$ cat src/rtl/pwm_pkg.sv
// ============================================================================
// Module      : pwm_pkg
// Description : Shared state encoding and counter limits for the PWM compare.
// Revision    : 1.0 - initial release
// ============================================================================
`default_nettype none

package pwm_pkg;

    typedef enum logic [1:0] {
        IDLE     = 2'd0,
        ARMED    = 2'd1,
        RUN      = 2'd2,
        RUN_PEND = 2'd3
    } pwm_state_t;

    localparam int PWM_WIDTH = 8;

    // Terminal count of a WIDTH-bit free-running counter.
    function automatic int cnt_max(input int width);
        return (1 << width) - 1;
    endfunction

    localparam int CNT_MAX = cnt_max(PWM_WIDTH);

endpackage

`default_nettype wire

$ cat src/rtl/pwm_compare.sv
// ============================================================================
// Module      : pwm_compare
// Description : Shadow-buffered duty compare against a free-running counter,
//               producing a registered PWM output and a period-boundary pulse.
// Revision    : 1.0 - initial release
// ============================================================================
`default_nettype none

module pwm_compare
    import pwm_pkg::*;
#(
    parameter int WIDTH = 8
) (
    input  logic             clk,
    input  logic             reset,
    input  logic [WIDTH-1:0] count,
    input  logic             count_en,
    input  logic [WIDTH-1:0] duty_in,
    input  logic             duty_valid,
    output logic             duty_ready,
    output logic             pwm_out,
    output logic             period_done
);

    localparam logic [WIDTH-1:0] c_cnt_max = WIDTH'(cnt_max(WIDTH));

    pwm_state_t       r_state;
    logic [WIDTH-1:0] r_duty_active;
    logic [WIDTH-1:0] r_duty_pend;
    logic             r_pwm_out;
    logic             r_period_done;

    logic             w_wrap;
    logic             w_accept;
    logic             w_active;

    // A stalled counter sitting at MAX is not a boundary; only an advancing one is.
    assign w_wrap     = count_en && (count == c_cnt_max);
    assign duty_ready = (r_state == IDLE) || (r_state == RUN);
    assign w_accept   = duty_valid && duty_ready;
    assign w_active   = (r_state == RUN) || (r_state == RUN_PEND);

    assign pwm_out     = r_pwm_out;
    assign period_done = r_period_done;

    always_ff @(posedge clk or posedge reset) begin
        if (reset) begin
            r_state       <= IDLE;
            r_duty_active <= '0;
            r_duty_pend   <= '0;
            r_pwm_out     <= 1'b0;
            r_period_done <= 1'b0;
        end else begin
            r_period_done <= w_wrap;
            // Compare uses pre-edge state/duty, so the swap on a wrap edge
            // first shows up in the compare against count 0.
            r_pwm_out     <= w_active && (count < r_duty_active);

            case (r_state)
                IDLE: begin
                    if (w_accept) begin
                        r_duty_pend <= duty_in;
                        r_state     <= ARMED;
                    end
                end
                ARMED: begin
                    if (w_wrap) begin
                        r_duty_active <= r_duty_pend;
                        r_state       <= RUN;
                    end
                end
                RUN: begin
                    // An accept coinciding with a wrap waits for the next wrap.
                    if (w_accept) begin
                        r_duty_pend <= duty_in;
                        r_state     <= RUN_PEND;
                    end
                end
                RUN_PEND: begin
                    if (w_wrap) begin
                        r_duty_active <= r_duty_pend;
                        r_state       <= RUN;
                    end
                end
                default: r_state <= IDLE;
            endcase
        end
    end

endmodule

`default_nettype wire

$ cat config.mk
export PLATFORM = sky130hd
export DESIGN_NAME = pwm_compare
export DESIGN_NICKNAME = d
export VERILOG_FILES = /design/src/rtl/pwm_pkg.sv /design/src/rtl/pwm_compare.sv
export SDC_FILE = /design/constraint.sdc
export NUM_CORES = 1
export LEC_CHECK = 0
export ABC_AREA = 1
export BUFFER_PORTS_ARGS = -buffer_cell sky130_fd_sc_hd__buf_2
export CORE_AREA = 5 5 52 65
export CTS_CLUSTER_DIAMETER = 60
export DETAILED_ROUTE_END_ITERATION = 7
export DIE_AREA = 0 0 57 70
export GPL_TIMING_DRIVEN = 0
export PLACE_DENSITY = 0.73
export SYNTH_ARGS = -nofsm -noshare
export SYNTH_HDL_FRONTEND = slang
export SYNTH_SLANG_ARGS = --single-unit
$ cat constraint.sdc
create_clock -name clk -period 1.2 [get_ports clk]
set_clock_uncertainty 0.05 [all_clocks]
set_input_delay 0.12 -clock clk [delete_from_list [all_inputs] [get_ports clk]]
set_output_delay 0.12 -clock clk [all_outputs]
set_load 0.005 [all_outputs]
==> Word level (Yosys, flattened, before mapping) <==
Index checks and enable logic that the tools add are counted.
{ "classes": {"muxes": 4, "magnitude_cmp": 1, "n_eq_ne": 7, "n_reduce_logical": 11} }
{ "ops": {"columns": ["cell", "count"], "rows": [
  ["$eq 8x8->1 const B", 1],
  ["$lt 8x8->1", 1],
  ["$mux 2", 3],
  ["$pmux 2 s3", 1],
  ["$eq 2x2->1 const B", 2],
  ["$ne 2x2->1 const B", 2],
  ["$reduce_and 2->1", 2],
  ["$reduce_or 2->1", 2],
  ["$logic_and 1x1->1", 3],
  ["$reduce_and 3->1", 1],
  ["$eq 2x1->1 const B", 1],
  ["$logic_not 2->1", 1],
  ["$logic_or 1x1->1", 2],
  ["$ne 2x1->1 const B", 1]
]} }
{ "totals": {"register_bits": 20, "output_inout_bits": 3} }

==> Logic depth before layout (Yosys ltp) <==
Gate-level depths: netlist (run 1).
{ "logic_depth": {"word_depth": 5, "mapped_depth": 7, "ltp_nobuf": 7} }

==> Least setup slack after synthesis (run 1) <==
No wires, ideal clock.
{ "synth_path": {"path_type": "reg2reg", "start": "register r_duty_active[5]", "end": "register r_pwm_out, in the netlist pwm_out", "n_path_buf": 0, "setup_time_ps": 77, "stages_incl_launch_ff": 8, "setup_slack_ps": 90, "period_less_slack_ps": 1110, "required_ps": 1073, "arrival_time_ps": 982, "cell_sequence": "dfrtp_1 -> inv_1 -> ha_1 -> nand2_1 -> inv_1 -> o21bai_1 -> nand3_1 -> a21oi_1"} }
{ "synth_between": {"elab_chain_len": 2} }
{ "synth_lines": {"columns": ["item", "line_no", "rtl"], "rows": [
  ["from (decl)", "pwm_compare.sv:28", "logic [WIDTH-1:0] r_duty_active;"],
  ["from (signal assigned)", "pwm_compare.sv:68", "r_duty_active <= r_duty_pend;"],
  ["from (signal assigned)", "pwm_compare.sv:81", "r_duty_active <= r_duty_pend;"],
  ["$lt 8x8->1", "pwm_compare.sv:57", "r_pwm_out <= w_active && (count < r_duty_active);"],
  ["$logic_and 1x1->1", "pwm_compare.sv:57", null],
  ["to (signal assigned)", "pwm_compare.sv:57", null],
  ["to (decl)", "pwm_compare.sv:30", "logic r_pwm_out;"]
]} }
Every way passes these cells.
A chain may end at the register's enable or synchronous reset.

==> Final worst setup path (run 1) <==
Ends and elaborated chain as after synthesis.

==> results of run 1 <==
-- kinds of logic (layout without fill, tap and decap cells) --
logic type      count (synthesis)  in the layout  share of synthesized area, %
simple gates                   39             39                         18.34
buf+inv                        26             52                         11.00
compound gates                 20             20                         13.20
flops                          20             20                         48.90
fa+ha+maj                       7              7                         8.557
-- state kept, by name (all words and copies together) (netlist names) --
name           flops
r_duty_active      8
r_duty_pend        8
r_state            2
period_done        1
pwm_out            1
-- report_power, final --
| group | internal [uW] | switching (uW) | total (uW) | leakage, uW |
|---|---|---|---|---|
| sequential | 726 | 18.9 | 745 | 0.000234 |
| combinational | 98.5 | 124 | 223 | 0.000412 |
| clock | 117 | 190 | 307 | 0.0000138 |
-- how the worst max path moves through the flow --
stage	slack, ns	to	cells after the start
6_report	0.05	pwm_out$_DFF_PP0_	7
5_1_grt	-0.04	pwm_out$_DFF_PP0_	7
4_1_cts	0.001	pwm_out$_DFF_PP0_	7
3_5_place_dp	0.03	pwm_out$_DFF_PP0_	7
3_3_place_gp	0.03	pwm_out$_DFF_PP0_	7
2_1_floorplan	0.09	pwm_out$_DFF_PP0_	7
-- worst max-delay path, stage by stage, from the launching register on --
cell and delay [ns]:
dfrtp_1 0.40, inv_2 0.07, ha_4 0.20, nand2_2 0.06, inv_2 0.03, o21bai_1 0.10, nand3_1 0.07, a21oi_1 0.11
-- timing repair --
item                                   in CTS  in global routing
gates resized for setup                     0                  5
endpoints found under the hold margin      20                  0
setup endpoints to repair                   0                  1
hold buffers                                1                  0
-- layout by cell type, fill, tap and decap left out --
master / n
nor2_1: 10
nand4_4: 1
ha_1: 5
nand2_1: 21
buf_6: 2
ha_4: 2
nand2_2: 3
nand3_1: 1
inv_2: 4
and3_1: 1
o21ai_2: 8
o21bai_1: 1
buf_2: 22
nor2_4: 2
o21a_1: 1
dlygate4sd3_1: 1
dfrtp_1: 20
a21oi_1: 10
inv_1: 20
clkbuf_4: 3
-- metrics by stage --
stage	TNS (ns)	std cells
floorplan	0	112
global placement	0	168
detailed placement	0	168
CTS	0	172
global route	-0.04495	172
finish	0	172
-- area by class of cell --
class | count | area (um2)
Timing Repair Buffer | 23 | 120.1
Inverter | 24 | 90.09
Clock buffer | 3 | 22.52
Fill cell | 280 | 1444
Multi-Input combinational cell | 66 | 437.9
Tap cell | 34 | 42.54
Buffer | 2 | 22.52
Sequential cell | 20 | 500.5
-- per-layer routing --
| metal | part of all wire, % | routed length [um] | up-vias | global-route usage, % |
|---|---|---|---|---|
| li1 | - | - | 398 | - |
| met1 | 42 | 723 | 340 | 10.73 |
| met2 | 51 | 869 | 18 | 15.76 |
| met3 | 5.8 | 99 | 2 | 2.947 |
| met4 | 0.99 | 17 | 0 | 3.093 |
| met5 | 0 | 0 | - | 0 |
==> results by group, run 1 <==
Setup path
  • Reg-to-reg endpoint: pwm_out$_DFF_PP0_
  • Worst setup startpoint: r_duty_active[5]$_DFFE_PP0P_
  • Critical R2R Launch: r_duty_active[5]$_DFFE_PP0P_
  • Path depth of the worst reg2reg path: 7
  • WP data required: 1.38 ns
  • Critical path launch point type: flip-flop
  • Setup CP Type: reg -> reg
  • CP Capture Type: flip-flop
  • Arr. time, crit path: 1.33 ns
  • R2r setup slk: 0.05 ns
  • Max FO, Critical Path: 2

Floorplanning
  • Initial Utilization: 38.19%
  • Core outline area: 0.002680 mm2
  • Die X: 57 um
  • Std cell rows: 21
  • Die H: 70 um
  • I/O pins: 23
  • Die ar.: 0.003990 mm2

Synthesis
  • Netlist cell types: 16
  • Post-synth top area cell: dfrtp_1
  • Post-synth ARST share: 100.0%
  • Top cells by count, synth: inv_1, nand2_1, dfrtp_1
  • Register area share after synthesis: 48.90%
  • Syn Nets: 139
  • Post-synthesis average cell area: 9.138 um2
  • Synth area leaders: dfrtp_1, ha_1, inv_1
  • Synth Register Bits: 20
  • EDFF count, synth: 0
  • Gate count after technology mapping: 112
  • Yosys warnings: 0
  • Mapped cell area: 0.001023 mm2
  • Share of the synthesized area in the top cell type: 48.90%
  • Post-synth top flop: dfrtp_1

Routing
  • DRC viols: 0
  • Vias: 758
  • Drt first pass iters: 2
  • DRT iter0 DRCs: 11
  • Vias per Instance: 4.407
  • Total wire length: 1.709 mm
  • Wire per inst: 9.936 um
  • Detail Route Antenna Nets: 0

STA
  • Worst Tran Pin Value: 0.7292 ns
  • Fin crit period: 1.154 ns
  • Fmax: 866.3 MHz
  • RSZ-0062 raised after global routing: yes
  • Final hold vios: 0
  • Slew Viols, Final: 0
  • Hold Slack: 0.0003911 ns
  • Final setup fails: 0
  • Tcrit/Tclk final: 96.19%
  • Final worst slack: 0.04569 ns
  • Slew HR: 51.33%

Power
  • P per Cell Area: 1031 mW/mm2
  • Leakage power: 0.0006590 uW
  • Peak supply drop: 0.7921 mV
  • Tot Pwr: 1275 uW

Clock network
  • Clk buf depth: 2
  • CTS Buf Count: 3
  • CTS Root Cell: clkbuf_4
  • CTS tree: built
  • Reg clk slew, reported paths: 0.10 ns
  • Clock Latency Late Sink: 0.29 ns
  • Setup repair bufs after CTS: 0
  • Depth of the CTS H-tree: 1
  • CTS Sinks: 20

Place
  • DP Wirelength: 1.456 mm
  • Placed inst area: 0.001176 mm2
  • Worst slack, placed: 0.02975 ns
  • Routability Congestion: 0.6720
  • Buffers on Ports: 22

Finish
  • Share of cells above drive strength 1: 34.06%
  • Final Util: 46.13%
  • Final net count: 167
  • Synthesis-to-finish area growth: 20.78%
  • Cell area after layout: 0.001236 mm2
  • # diodes: 0

Job
  • Max-cap violations: 0

Global routing
  • Largest net degree at the start of global routing: 21
  • Number of global-route vias before repair: 771
  • Grt total ovfl: 0
  • Global-route wire length before repair: 2.960 mm
  • Gr usage total: 9.228%
  • Initial antenna violation count: 0

Worst hold path
  • Hold EP: r_state[0]$_DFFE_PP0P_
  • Hold_sp: duty_valid
  • Hold-critical path depth: 2
  • Hold WC Path Type: in -> reg

Run status
  • Status: completed
(Power assumes the default switching activity.)
==> run 2: changes to the inputs <==
--- a/config.mk
+++ b/config.mk
@@ -8,11 +8,12 @@
 export ABC_AREA = 1
 export BUFFER_PORTS_ARGS = -buffer_cell sky130_fd_sc_hd__buf_2
 export CORE_AREA = 5 5 52 65
+export CTS_BUF_LIST = sky130_fd_sc_hd__clkbuf_8
 export CTS_CLUSTER_DIAMETER = 60
 export DETAILED_ROUTE_END_ITERATION = 7
 export DIE_AREA = 0 0 57 70
 export GPL_TIMING_DRIVEN = 0
-export PLACE_DENSITY = 0.73
+export MAX_ROUTING_LAYER = met4
 export SYNTH_ARGS = -nofsm -noshare
 export SYNTH_HDL_FRONTEND = slang
 export SYNTH_SLANG_ARGS = --single-unit
==> run 2 against run 1 <==
  * Clock power increased by 36%
  * Sequential share of layout area is 1.7 points lower
  * Combinational power up 9.0%
  * Largest cell class unchanged
  * Maximum frequency shrank 1.8%
==> results by group, run 2 (synthesis results as in run 1) <==
Run status
  • Status: completed

Global routing
  • Number of global-route vias before repair: 777
  • Global-route wire length before repair: 2.973 mm
  • Gr usage total: 9.687%
  • Largest net degree at the start of global routing: 21
  • Initial antenna violation count: 0
  • Grt total ovfl: 0

Clock network
  • CTS tree: built
  • CTS Root Cell: clkbuf_8
  • Reg clk slew, reported paths: 0.07 ns
  • CTS Buf Count: 3
  • Clock Latency Late Sink: 0.25 ns
  • Depth of the CTS H-tree: 1
  • CTS Sinks: 20
  • Clk buf depth: 2

STA
  • Final hold vios: 0
  • Slew Viols, Final: 0
  • Final setup fails: 0
  • Tcrit/Tclk final: 98.00%
  • Hold Slack: 0.05248 ns
  • Fin crit period: 1.176 ns
  • Fmax: 850.3 MHz
  • Final worst slack: 0.02395 ns
  • Worst Tran Pin Value: 0.4410 ns
  • Slew HR: 70.54%
  • RSZ-0062 raised after global routing: yes

Place
  • DP Wirelength: 1.369 mm
  • Buffers on Ports: 22
  • Worst slack, placed: 0.007116 ns
  • Routability Congestion: 0.6629

Floorplanning
  • Core outline area: 0.002680 mm2
  • Die ar.: 0.003990 mm2
  • Initial Utilization: 38.19%
  • Std cell rows: 21
  • I/O pins: 23
  • Die H: 70 um
  • Die X: 57 um

Power
  • P_int: 1060 uW
  • Leakage power: 0.0006735 uW
  • Peak supply drop: 0.6598 mV
  • Register share of total power: 53.0%
  • Clock Power Share: 29.8%
  • P per Cell Area: 1090 mW/mm2
  • Switching share of power: 24.58%
  • Sw power: 345.5 uW
  • Gate power share: 17.3%

Finish
  • Storage cell area: 500.5 um2
  • Share of cells above drive strength 1: 37.14%
  • Multi-input logic area: 454.2 um2
  • FILL cells: 301
  • Top Registers: r_duty_active: 8 flops, r_duty_pend: 8 flops, r_state: 2 flops
  • # diodes: 0
  • Synthesis-to-finish area growth: 26.04%
  • Final net count: 169
  • Commonest non-fill, non-tap cell in the layout: buf_2
  • Most frequent cells in the layout: buf_2, nand2_1, dfrtp_1

Setup path
  • CP Capture Type: flip-flop
  • WP data required: 1.33 ns
  • Arr. time, crit path: 1.30 ns
  • Critical path launch point type: flip-flop
  • Max FO, Critical Path: 2
  • Setup CP Type: reg -> reg

Worst hold path
  • Hold WC Path Type: in -> reg

Routing
  • Detail Route Antenna Nets: 0
  • DRC viols: 0
  • Total wire length: 1.784 mm
  • Wire per inst: 10.25 um
  • Vias per Instance: 4.293
  • Vias: 747
  • DRT iter0 DRCs: 3
  • Drt first pass iters: 4

Job
  • Max-cap violations: 0
==> run 2: cell types whose count changed in the layout (fill, tap and decap cells not counted) <==
cell,change
clkbuf_8,+3
a21oi_2,+1
clkinvlp_4,+1
a21oi_1,-1
buf_4,+2
ha_1,-1
clkbuf_4,-3
inv_1,-1
ha_4,+1
==> run 2: worst max-delay path: stages, from the launching register on <==
cell and delay (ns):
dfrtp_1 0.39, inv_2 0.08, ha_4 0.20, nand2_2 0.06, inv_2 0.03, o21bai_1 0.11, nand3_1 0.08, a21oi_1 0.11
==> run 2: worst paths after layout <==
| kind | start | end | slack, ns | depth (start not counted) |
|---|---|---|---|---|
| min in group asynchronous | reset | r_duty_active[1]$_DFFE_PP0P_ | 0.37 | 3 |
| min | duty_valid | r_state[0]$_DFFE_PP0P_ | 0.05 | 2 |
| max reg2reg | r_duty_active[5]$_DFFE_PP0P_ | pwm_out$_DFF_PP0_ | 0.02 | 7 |
| max in group asynchronous | reset | period_done$_DFF_PP0_ | 0.46 | 3 |
| max | r_duty_active[5]$_DFFE_PP0P_ | pwm_out$_DFF_PP0_ | 0.02 | 7 |
| min reg2reg | r_state[1]$_DFFE_PP0P_ | r_state[1]$_DFFE_PP0P_ | 0.42 | 2 |
==> run 2: what timing repair did <==
item / CTS / global route
gates cloned: 0 / 0
endpoints found under the setup margin: 1 / 21
gates resized for setup: 1 / 7
buffers inserted: 0 / 2
hold buffers: 1 / 0
pin swaps: 0 / 0
hold endpoints to repair: 20 / 0
==> run 2: power groups by stage <==
stage | Clock (uW) | Sequential, uW | Combinational, uW
2_1_floorplan | 0 | 754 | 141
5_1_grt | 459 | 749 | 279
3_3_place_gp | 0 | 755 | 199
3_5_place_dp | 0 | 757 | 208
4_1_cts | 436 | 744 | 217
6_report | 419 | 745 | 243
==> run 2: layout make-up <==
cell class                 instances  share of cell area (%)
sequential                        20                   38.80
tap                               34                   3.298
clock buffer                       3                   3.201
multi-input combinational         66                   35.21
inverter                          24                   7.274
buffer                             2                   1.746
timing repair buffer              25                   10.48
==> run 2: routing by layer <==
metal / up-vias / share of wire, % / GRT usage [%]
li1: 401 / - / -
met1: 326 / 42 / 10.31
met2: 18 / 51 / 16.01
met3: 2 / 5.9 / 2.578
met4: 0 / 1.2 / 5.412
met5: - / 0 / -
==> run 2: stage by stage <==
stage | util (%) | cell area, um2 | power [uW] | std cells | TNS (ns)
6_report | 48.13 | 1290 | 1406 | 174 | 0
5_1_grt | 48.13 | 1290 | 1487 | 174 | -0.02236
4_1_cts | 46.27 | 1240 | 1397 | 172 | 0
3_5_place_dp | 43.88 | 1176 | 965.1 | 168 | 0
3_3_place_gp | 43.88 | 1176 | 953.4 | 168 | 0
2_1_floorplan | - | 1023 | 894.6 | 112 | 0
==> run 3: changes to the inputs <==
--- a/config.mk
+++ b/config.mk
@@ -17,3 +17,4 @@
 export SYNTH_ARGS = -nofsm -noshare
 export SYNTH_HDL_FRONTEND = slang
 export SYNTH_SLANG_ARGS = --single-unit
+export TNS_END_PERCENT = 100
==> constraint.sdc (replaced) <==
create_clock -name clk -period 1.2 [get_ports clk]
set_clock_uncertainty 0.05 [all_clocks]
set_input_delay 0.18 -clock clk [delete_from_list [all_inputs] [get_ports clk]]
set_output_delay 0.18 -clock clk [all_outputs]
set_load 0.005 [all_outputs]
==> run 3 against run 2 <==
  * Cell count shrank 0.57%
  * Critical path depth is the same
  * Maximum frequency about the same
  * Clock power barely moved
  * First-iteration DRC count up 100%
  * Register-to-register slack is essentially flat
  * Count of clock-buffer cells in the layout unchanged
  * Sequential power about the same
  * Total power down 0.24%
  * Utilization is 0.51 points lower
  * Global-route usage hardly changed
  * Critical path type unchanged
  * Largest power group unchanged
==> results by group, run 3 (synthesis results as in run 1) <==
Power
  • Sw power: 344.9 uW
  • Leakage power: 0.0006745 uW
  • Gate power share: 17.0%
  • Switching share of power: 24.59%
  • P_int: 1058 uW
  • Register share of total power: 53.1%
  • Peak supply drop: 0.6618 mV
  • Clock Power Share: 29.9%
  • P per Cell Area: 1099 mW/mm2

Global routing
  • Initial antenna violation count: 0
  • Largest net degree at the start of global routing: 21
  • Global-route wire length before repair: 2.960 mm
  • Gr usage total: 9.649%
  • Number of global-route vias before repair: 777
  • Grt total ovfl: 0

Setup path
  • Max FO, Critical Path: 2
  • Setup CP Type: reg -> reg
  • Critical path launch point type: flip-flop
  • CP Capture Type: flip-flop
  • WP data required: 1.33 ns
  • Arr. time, crit path: 1.31 ns

Place
  • Buffers on Ports: 22
  • DP Wirelength: 1.369 mm
  • Routability Congestion: 0.6629

STA
  • Final setup fails: 0
  • Final hold vios: 0
  • Worst Tran Pin Value: 0.7587 ns
  • Setup_tns: 0 ns
  • RSZ-0062 raised after global routing: yes
  • Tcrit/Tclk final: 98.01%
  • Fmax: 850.2 MHz
  • Slew HR: 49.36%
  • Slew Viols, Final: 0
  • Fin crit period: 1.176 ns

Routing
  • Vias per Instance: 4.301
  • Vias: 744
  • DRC viols: 0
  • Wire per inst: 10.25 um
  • Detail Route Antenna Nets: 0
  • DRT iter0 DRCs: 6
  • Total wire length: 1.773 mm
  • Drt first pass iters: 4

Floorplanning
  • Die H: 70 um
  • Die ar.: 0.003990 mm2
  • Initial Utilization: 38.19%
  • Std cell rows: 21
  • Core outline area: 0.002680 mm2
  • Die X: 57 um
  • I/O pins: 23

Clock network
  • CTS Buf Count: 3
  • CTS tree: built
  • Clk buf depth: 2
  • Depth of the CTS H-tree: 1
  • CTS Root Cell: clkbuf_8
  • Clock Latency Late Sink: 0.25 ns
  • Hold-fix buffers, CTS: 0
  • Reg clk slew, reported paths: 0.07 ns
  • CTS Sinks: 20

Job
  • Max-cap violations: 0

Finish
  • Top Registers: r_duty_active: 8 flops, r_duty_pend: 8 flops, r_state: 2 flops
  • Most frequent cells in the layout: buf_2, nand2_1, inv_1, dfrtp_1, nor2_1
  • FILL cells: 301
  • Share of cells above drive strength 1: 36.69%
  • Commonest non-fill, non-tap cell in the layout: buf_2
  • Synthesis-to-finish area growth: 24.69%
  • Final Util: 47.62%
  • Final net count: 168
  • # diodes: 0

Worst hold path
  • Hold WC Path Type: in -> async

Run status
  • Status: completed
run 3: through the flow:
step	area, um2	std cells	hold WS (ns)	total power (uW)	setup slack, ns
2_1_floorplan	1023	112	0.09383	894.6	0.09026
3_3_place_gp	1176	168	0.2897	953.4	0.03669
3_5_place_dp	1176	168	0.3045	965.1	0.007116
6_report	1276	173	0.004211	1403	0.02385
4_1_cts	1230	171	0.02904	1395	0.004172
5_1_grt	1276	173	0.06582	1483	-0.02236
run 3: power groups by stage:
stage	clock [uW]	combinational [uW]	sequential, uW
2_1_floorplan	0	141	754
4_1_cts	436	214	744
3_5_place_dp	0	208	757
3_3_place_gp	0	199	755
5_1_grt	459	275	749
6_report	419	239	745
run 3: what timing repair did:
| item | in CTS | in global routing |
|---|---|---|
| setup endpoints to repair | 1 | 1 |
| buffers inserted | 0 | 2 |
| gates resized for setup | 1 | 6 |
| pin swaps | 0 | 0 |
run 3: routing by layer:
layer | up-vias | global-route usage, % | share of wire (%)
met1 | 325 | 10.19 | 42
met3 | 2 | 2.578 | 5.9
met4 | 0 | 5.412 | 1.2
met5 | - | - | 0
li1 | 399 | - | -
met2 | 18 | 16.01 | 51
run 3: final cells by class:
cell class / count / area, um2 / area share, %
Sequential cell: 20 / 500.5 / 39.22
Multi-Input combinational cell: 66 / 454.2 / 35.59
Timing Repair Buffer: 24 / 125.1 / 9.804
Tap cell: 34 / 42.54 / 3.333
Clock buffer: 3 / 41.29 / 3.235
Inverter: 24 / 90.09 / 7.059
Buffer: 2 / 22.52 / 1.765
run 3: worst paths after layout:
| kind | startpoint | to | slack, ns | depth (start not counted) |
|---|---|---|---|---|
| max | r_duty_active[5]$_DFFE_PP0P_ | pwm_out$_DFF_PP0_ | 0.02 | 7 |
| min | reset | r_duty_active[1]$_DFFE_PP0P_ | 0.004 | 2 |
| max reg2reg | r_duty_active[5]$_DFFE_PP0P_ | pwm_out$_DFF_PP0_ | 0.02 | 7 |
| min reg2reg | r_state[1]$_DFFE_PP0P_ | r_state[1]$_DFFE_PP0P_ | 0.42 | 2 |
| max in group asynchronous | reset | period_done$_DFF_PP0_ | 0.62 | 2 |
| min in group clk | duty_valid | r_state[0]$_DFFE_PP0P_ | 0.11 | 2 |
run 3: critical path, stage by stage (launching register included):
cell and delay [ns]:
dfrtp_1 0.39, inv_2 0.08, ha_4 0.20, nand2_2 0.06
inv_2 0.03, o21bai_1 0.11, nand3_1 0.08, a21oi_1 0.11
